--- src/rtl/multicycle_pkg.sv ---
// Shared constants for the multi-cycle RV32I-subset control sequencer:
// opcodes, ALU-op classes, ALU B-operand selects, state encodings and the control vector.
package multicycle_pkg;

    localparam logic [6:0] OP_RTYPE  = 7'b0110011;
    localparam logic [6:0] OP_LOAD   = 7'b0000011;
    localparam logic [6:0] OP_STORE  = 7'b0100011;
    localparam logic [6:0] OP_BRANCH = 7'b1100011;

    localparam logic [1:0] ALUOP_ADD   = 2'b00;
    localparam logic [1:0] ALUOP_SUB   = 2'b01;
    localparam logic [1:0] ALUOP_FUNCT = 2'b10;

    localparam logic [1:0] SRCB_RS2  = 2'b00;
    localparam logic [1:0] SRCB_FOUR = 2'b01;
    localparam logic [1:0] SRCB_IMM  = 2'b10;

    localparam logic [3:0] ST_FETCH  = 4'd0;
    localparam logic [3:0] ST_DECODE = 4'd1;
    localparam logic [3:0] ST_EXEC_R = 4'd2;
    localparam logic [3:0] ST_WB_R   = 4'd3;
    localparam logic [3:0] ST_ADDR   = 4'd4;
    localparam logic [3:0] ST_MEM_LD = 4'd5;
    localparam logic [3:0] ST_WB_LD  = 4'd6;
    localparam logic [3:0] ST_MEM_ST = 4'd7;
    localparam logic [3:0] ST_BRANCH = 4'd8;
    localparam logic [3:0] ST_TRAP   = 4'd9;

    typedef struct packed {
        logic       ir_write;
        logic       pc_write;
        logic       pc_src;
        logic       iord;
        logic       mem_read;
        logic       mem_write;
        logic       alu_src_a;
        logic [1:0] alu_src_b;
        logic [1:0] alu_op;
        logic       mem_to_reg;
        logic       reg_write;
        logic       illegal;
    } ctrl_t;

endpackage

--- src/rtl/multicycle_ctrl_decode.sv ---
// Combinational state-to-control-vector decoder, including the Mealy
// terms on mem_ready (FETCH) and zero (BRANCH).
module multicycle_ctrl_decode
    import multicycle_pkg::*;
(
    input  logic [3:0] state,
    input  logic       mem_ready,
    input  logic       zero,
    output ctrl_t      ctrl
);

    always_comb begin
        ctrl = '0;
        case (state)
            ST_FETCH: begin
                ctrl.mem_read  = 1'b1;
                ctrl.alu_src_b = SRCB_FOUR;
                ctrl.alu_op    = ALUOP_ADD;
                ctrl.ir_write  = mem_ready;
                ctrl.pc_write  = mem_ready;
            end
            ST_DECODE: begin
                ctrl.alu_src_b = SRCB_IMM;
                ctrl.alu_op    = ALUOP_ADD;
            end
            ST_EXEC_R: begin
                ctrl.alu_src_a = 1'b1;
                ctrl.alu_src_b = SRCB_RS2;
                ctrl.alu_op    = ALUOP_FUNCT;
            end
            ST_WB_R: ctrl.reg_write = 1'b1;
            ST_ADDR: begin
                ctrl.alu_src_a = 1'b1;
                ctrl.alu_src_b = SRCB_IMM;
                ctrl.alu_op    = ALUOP_ADD;
            end
            ST_MEM_LD: begin
                ctrl.mem_read = 1'b1;
                ctrl.iord     = 1'b1;
            end
            ST_WB_LD: begin
                ctrl.reg_write  = 1'b1;
                ctrl.mem_to_reg = 1'b1;
            end
            ST_MEM_ST: begin
                ctrl.mem_write = 1'b1;
                ctrl.iord      = 1'b1;
            end
            ST_BRANCH: begin
                ctrl.alu_src_a = 1'b1;
                ctrl.alu_src_b = SRCB_RS2;
                ctrl.alu_op    = ALUOP_SUB;
                ctrl.pc_src    = 1'b1;
                ctrl.pc_write  = zero;
            end
            // TRAP and every unused encoding: flag illegal, no strobes
            default: ctrl.illegal = 1'b1;
        endcase
    end

endmodule

--- src/rtl/multicycle_ctrl_fsm.sv ---
// Multi-cycle control sequencer: state register, next-state logic and reset gating.
// Define MULTICYCLE_CTRL_PERF_EN to add retired_cnt / stall_cnt performance counters.
module multicycle_ctrl_fsm
    import multicycle_pkg::*;
#(
    parameter int OPCODE_W = 7,
`ifdef MULTICYCLE_CTRL_PERF_EN
    parameter int PERF_W   = 32,
`endif
    parameter int ALU_OP_W = 2
) (
    input  logic                clk,
    input  logic                rst_n,
    input  logic [OPCODE_W-1:0] opcode,
    input  logic                zero,
    input  logic                mem_ready,
    output logic                ir_write,
    output logic                pc_write,
    output logic                pc_src,
    output logic                iord,
    output logic                mem_read,
    output logic                mem_write,
    output logic                alu_src_a,
    output logic [1:0]          alu_src_b,
    output logic [ALU_OP_W-1:0] alu_op,
    output logic                mem_to_reg,
    output logic                reg_write,
    output logic                illegal,
`ifdef MULTICYCLE_CTRL_PERF_EN
    output logic [PERF_W-1:0]   retired_cnt,
    output logic [PERF_W-1:0]   stall_cnt,
`endif
    output logic [3:0]          state_o
);

    logic [3:0] state;
    logic [3:0] state_nxt;
    ctrl_t      ctrl_dec;
    ctrl_t      ctrl;

    always_comb begin
        state_nxt = state;
        case (state)
            ST_FETCH:  if (mem_ready) state_nxt = ST_DECODE;
            ST_DECODE: begin
                if (opcode == OPCODE_W'(OP_RTYPE))
                    state_nxt = ST_EXEC_R;
                else if (opcode == OPCODE_W'(OP_LOAD) || opcode == OPCODE_W'(OP_STORE))
                    state_nxt = ST_ADDR;
                else if (opcode == OPCODE_W'(OP_BRANCH))
                    state_nxt = ST_BRANCH;
                else
                    state_nxt = ST_TRAP;
            end
            ST_EXEC_R: state_nxt = ST_WB_R;
            ST_WB_R:   state_nxt = ST_FETCH;
            ST_ADDR:   state_nxt = (opcode == OPCODE_W'(OP_STORE)) ? ST_MEM_ST : ST_MEM_LD;
            ST_MEM_LD: if (mem_ready) state_nxt = ST_WB_LD;
            ST_WB_LD:  state_nxt = ST_FETCH;
            ST_MEM_ST: if (mem_ready) state_nxt = ST_FETCH;
            ST_BRANCH: state_nxt = ST_FETCH;
            default:   state_nxt = ST_TRAP;
        endcase
    end

    always_ff @(posedge clk) begin
        if (!rst_n) state <= ST_FETCH;
        else        state <= state_nxt;
    end

    multicycle_ctrl_decode u_decode (
        .state     (state),
        .mem_ready (mem_ready),
        .zero      (zero),
        .ctrl      (ctrl_dec)
    );

    // Reset held low kills every strobe and select so an aborted access leaves no side effect
    always_comb begin
        ctrl = ctrl_dec;
        if (!rst_n) begin
            ctrl         = '0;
            ctrl.illegal = ctrl_dec.illegal;
        end
    end

    assign ir_write   = ctrl.ir_write;
    assign pc_write   = ctrl.pc_write;
    assign pc_src     = ctrl.pc_src;
    assign iord       = ctrl.iord;
    assign mem_read   = ctrl.mem_read;
    assign mem_write  = ctrl.mem_write;
    assign alu_src_a  = ctrl.alu_src_a;
    assign alu_src_b  = ctrl.alu_src_b;
    assign alu_op     = ALU_OP_W'(ctrl.alu_op);
    assign mem_to_reg = ctrl.mem_to_reg;
    assign reg_write  = ctrl.reg_write;
    assign illegal    = ctrl.illegal;
    assign state_o    = state;

`ifdef MULTICYCLE_CTRL_PERF_EN
    logic retire;
    logic stall;

    assign retire = (state_nxt == ST_FETCH) &&
                    (state == ST_WB_R || state == ST_WB_LD || state == ST_MEM_ST || state == ST_BRANCH);
    assign stall  = !mem_ready && (state == ST_FETCH || state == ST_MEM_LD || state == ST_MEM_ST);

    always_ff @(posedge clk) begin
        if (!rst_n) begin
            retired_cnt <= '0;
            stall_cnt   <= '0;
        end else begin
            if (retire) retired_cnt <= retired_cnt + PERF_W'(1);
            if (stall)  stall_cnt   <= stall_cnt + PERF_W'(1);
        end
    end
`endif

endmodule

--- config.mk ---
export PLATFORM = sky130hd
export DESIGN_NAME = multicycle_ctrl_fsm
export DESIGN_NICKNAME = d
export VERILOG_FILES = /design/src/rtl/multicycle_pkg.sv /design/src/rtl/multicycle_ctrl_decode.sv /design/src/rtl/multicycle_ctrl_fsm.sv
export SDC_FILE = /design/constraint.sdc
export NUM_CORES = 1
export LEC_CHECK = 0
export CORE_MARGIN = 4
export CORE_UTILIZATION = 41
export DETAILED_ROUTE_END_ITERATION = 16
export GPL_TIMING_DRIVEN = 0
export PLACE_DENSITY = 0.8
export SYNTH_ARGS = -nofsm -noshare
export SYNTH_HDL_FRONTEND = slang
export SYNTH_HIERARCHICAL = 1
export SYNTH_SLANG_ARGS = --single-unit
--- constraint.sdc ---
create_clock -name clk -period 1.48 [get_ports clk]
set_input_delay 0.296 -clock clk [delete_from_list [all_inputs] [get_ports clk]]
set_output_delay 0.296 -clock clk [all_outputs]
set_load 0.1 [all_outputs]
Word-level counts from Yosys, hierarchy flattened
Cells that the tools add are included.
- multiplexer cells: 20
- eq/ne operators: 15
- reductions and logical operators: 10
- operator list (operator ; count):
    $pmux W4 S7 ; 1
    $mux W4 ; 5
    $eq A4 B3 Y1 const B ; 4
    $pmux W4 S4 ; 1
    $eq A7 B6 Y1 const B ; 2
    $mux W14 ; 1
    $mux W1 ; 10
    $reduce_or A9 Y1 ; 1
    $eq A4 B2 Y1 const B ; 2
    $reduce_or A2 Y1 ; 4
    $eq A7 B2 Y1 const B ; 1
    $eq A7 B7 Y1 const B ; 1
    $ne A2 B2 Y1 const B ; 3
    $reduce_or A3 Y1 ; 2
    $eq A4 B1 Y1 const B ; 1
    $eq A4 B4 Y1 const B ; 1
    $logic_not A4 Y1 ; 1
    $reduce_and A3 Y1 ; 1
    $mux W2 ; 1
    $pmux W1 S2 ; 1
    $logic_or A1 B1 Y1 ; 1
- input port bits: 11
- register bits: 4
- logic and storage cells: 46

Longest topological paths before layout
- depth after elaboration: 5
- gate-level depth with buffers: 5
- gate-level depth less buffers: 4

By module
The synthesis kept the hierarchy.
- by module, submodules not included (module ; cells each ; area an instance (µm²) ; instances):
    multicycle_ctrl_fsm ; 64 ; 457.9 ; 1
    multicycle_ctrl_decode ; 23 ; 247.7 ; 1

Worst setup path after synthesis
No wires, ideal clock.
- kind: register to output
- from: register state[0] (netlist: state_o[0])
- to: output mem_read
- data arrival time: 2385 ps
- cell stages (with the launch flop): 5
- setup slack: -1201 ps
- path through: dfxtp_1 -> buf_4 -> xnor2_2 -> nor3b_2 -> and2_1
- RTL lines (element ; line ; text):
    from (decl) ; multicycle_ctrl_fsm.sv:36 ; logic [3:0] state;
    from (signal assigned) ; multicycle_ctrl_fsm.sv:68 ; else state <= state_nxt;
    to (decl) ; multicycle_ctrl_fsm.sv:21 ; output logic mem_read,

==> reports/metrics.cfg <==
[yosys]
ys_top_cells_by_count=and2_1 (15), o21ai_0 (7), inv_1 (5), nand2_1 (5), dfxtp_1 (4)
synth_top_cell_by_area=and2_1
ys.flop_type=dfxtp_1
ys_types=40
seq_area_frac_synth_pct=11.3
netlist_area_sq_um=706
synth_seq_cells=4
syn_inst=87
synth_fp_nets=98
async_flop_share_pct=0
synth_area_leaders=and2_1 (13%), dfxtp_1 (11%), nor4b_2 (6.4%)
synth_top_cell_area_share_pct=13.3
avgSynthCellArea_sq_um=8.11
synth_edf_count=0
yosys_warnings=6
synth_most_common_cell=and2_1

[clocking]
clockBufferDepth=2
cts_tree=done
cts_sinks=4
clk_pin_slew_ns=0.04
cts-buffers-inserted=3
cts_max_level=1
worst_skew_pair.late_latency_ns=0.24
ctsRootBufferMaster=clkbuf_4

[critical_path]
worst_ep_arrival_time_ns=1.51
critPathSlowestCell=dfxtp_4
worstPathRequired_ns=1.18
endpoint_kind=output port
cp_num_buf_inv=2
crit_path_frequent_cell=buf_12
path_class=reg -> out
timing.rr.start=state_o[0]$_SDFFE_PN0P_
cp_top_family=simple AND/OR/NAND/NOR gates
startpoint_type=flop
cp_cell_sequence=buf_12 > nor4_2 > and2_1 > and2_4 > buf_12
rrSetupSlack_ns=-0.02
reg2reg_depth=6
worstPathMaxFanout=5
r2r-end=state_o[3]$_SDFFE_PN0P_
critical-path-max-stage-delay_ns=0.36

[power_and_ir_drop]
swShare_pct=49.6
p_per_area_nw_per_um2=842
sequentialPowerShare_pct=12.5
peakVddDrop_v=0.000546
p_int_mw=0.588
p_leak_nw=0.597
p_total_mw=1.17
pwr-share-clk_pct=11.5
power_switching_mw=0.578
p_comb_share_pct=76.0

[die]
design.core.area_sq_um=1560
core.rowCount=14
io_pins=29
dieHeight_microns=49.5
die_area_sq_um=2450
die_x_microns=49.5
start_util_pct=45.3

[detailed_routing]
viasPerCell=6.00
wl_microns=2470
drc_errors=0
detail_route.iter0.violations=10
vias=852
detail_route.wl_per_cell_microns=17.4
drt_first_pass_iters=4
ant_nets=0

[sta]
layout_setup_ws_ns=-0.327
tns_ns=-3.14
max_freq_ghz=0.554
period_share_pct=122
finClkSkew_ns=0.00702
tightest_slew_ns=0.496
rsz0062_at_grt=yes
drv_slew=0
relSlewSlack_pct=67.2
setup_violations=15
period_needed_ns=1.81
holdWs_ns=0.498
finalHoldViolCount=0

[place]
pre_cts_slack_ns=-1.47
dpl.hpwl_microns=1510
io_buffers=28
place_congestion=0.848

[hold_path]
min_to=state_o[2]$_SDFFE_PN0P_
min_path_cells=3
hold_path_class=in -> reg
hp-start=opcode[4]

[finish]
n_fill_cell=75
drive_above_1_share_pct=56.3
final_nets=139
diodes=0
largest_register_ffs=4
syn2layout_area_growth_pct=96.3
final_core_util_pct=88.8

[grt]
grt_pass1_wl_microns=3450
grt_overflow_total=0
grt_usage_pct=17.7
antenna_found_initial=0
grt_max_degree=11
grt_pass1_vias=779

[status]
outcome=finished with violations
violations=negative setup slack

[run]
cap_viol_max_count=0

[worst register-to-register path, delay by kind of cell, from the launching register on]
kind / cells / cell delay (ns)
simple gates: 1 / 0.33
flops: 1 / 0.36
compound gates: 3 / 0.40
buf+inv: 2 / 0.28
[through the flow]
stage	instances	area (sq um)
floorplan	87	776
global placement	131	1080
detailed placement	131	1080
CTS	135	1260
global route	142	1390
finish	142	1390
[cell usage in the layout (no fill, tap or decap), types with 2 or more instances in the layout]
cell	synthesis	routed
nand2_1	5	5
nor3b_2	3	3
buf_4	2	4
a21oi_1	2	2
nor4_2	3	2
dlymetal6s2s_1	0	5
clkbuf_16	0	3
and2_4	0	13
buf_12	0	15
nor3b_1	2	2
nor4b_2	3	2
dfxtp_4	0	4
o21ai_1	0	2
buf_6	3	4
clkdlybuf4s50_1	0	3
buf_2	2	5
o21ai_0	7	5
and2_1	15	2
nor2b_1	3	3
nor3_1	2	2
inv_1	5	4
clkbuf_4	0	5
[cells by family (layout without fill, tap and decap cells)]
kind of cell / Yosys count / after routing / share of synthesized area, %
AO/OA/AOI/OAI: 20 / 20 / 19.5
XOR/XNOR: 2 / 2 / 3.55
flip-flops: 4 / 4 / 11.3
buffers and inverters: 14 / 53 / 12.1
AND/OR/NAND/NOR: 44 / 44 / 49.1
multiplexers: 2 / 2 / 3.01
adder cells (fa/ha/maj): 1 / 1 / 1.42
[per-layer routing]
| layer | wire [microns] | up-vias | global-route usage (%) |
|---|---|---|---|
| li1 | - | 399 | - |
| met1 | 917 | 392 | 18.0 |
| met2 | 1300 | 51 | 34.4 |
| met3 | 175 | 10 | 3.31 |
| met4 | 77 | 0 | 7.83 |
| met5 | 0 | - | 0 |
[what timing repair did]
| action | in CTS | in global routing |
|---|---|---|
| hold buffers | 0 | 0 |
| gates cloned | 0 | 3 |
| pin swaps | 5 | 11 |
| setup buffers | 1 | 4 |
| resized for setup | 146 | 21 |
| setup endpoints to repair | 19 | 21 |
[how the worst max path moves through the flow]
stage	start	to	slack (ns)	depth (start not counted)
finish	state_o[0]$_SDFFE_PN0P_	ir_write	-0.33	5
global route	state_o[2]$_SDFFE_PN0P_	ir_write	-0.43	4
floorplan	state_o[2]$_SDFFE_PN0P_	mem_read	-0.19	4
detailed placement	rst_n	alu_src_b[1]	-1.47	4
global placement	rst_n	alu_src_a	-1.45	4
CTS	state_o[0]$_SDFFE_PN0P_	mem_read	-0.27	5
[power by group through the flow]
stage	clock, mW	sequential [mW]	combinational, mW
final	0.134	0.146	0.886
after global routing	0.150	0.149	0.922
after CTS	0.136	0.139	0.790
after detailed placement	0	0.140	0.698
after global placement	0	0.139	0.682
after floorplan	0	0.210	0.477
[area by class of cell]
cell class                      instances  area (sq um)  area share (%)
Buffer                                  9           100            7.23
Clock buffer                            3          22.5            1.63
Inverter                                5          18.8            1.36
Multi-Input combinational cell         69           607            43.8
Sequential cell                         4          95.1            6.87
Tap cell                               16          20.0            1.45
Timing Repair Buffer                   36           522            37.7
Power figures use the tool's default switching activity.
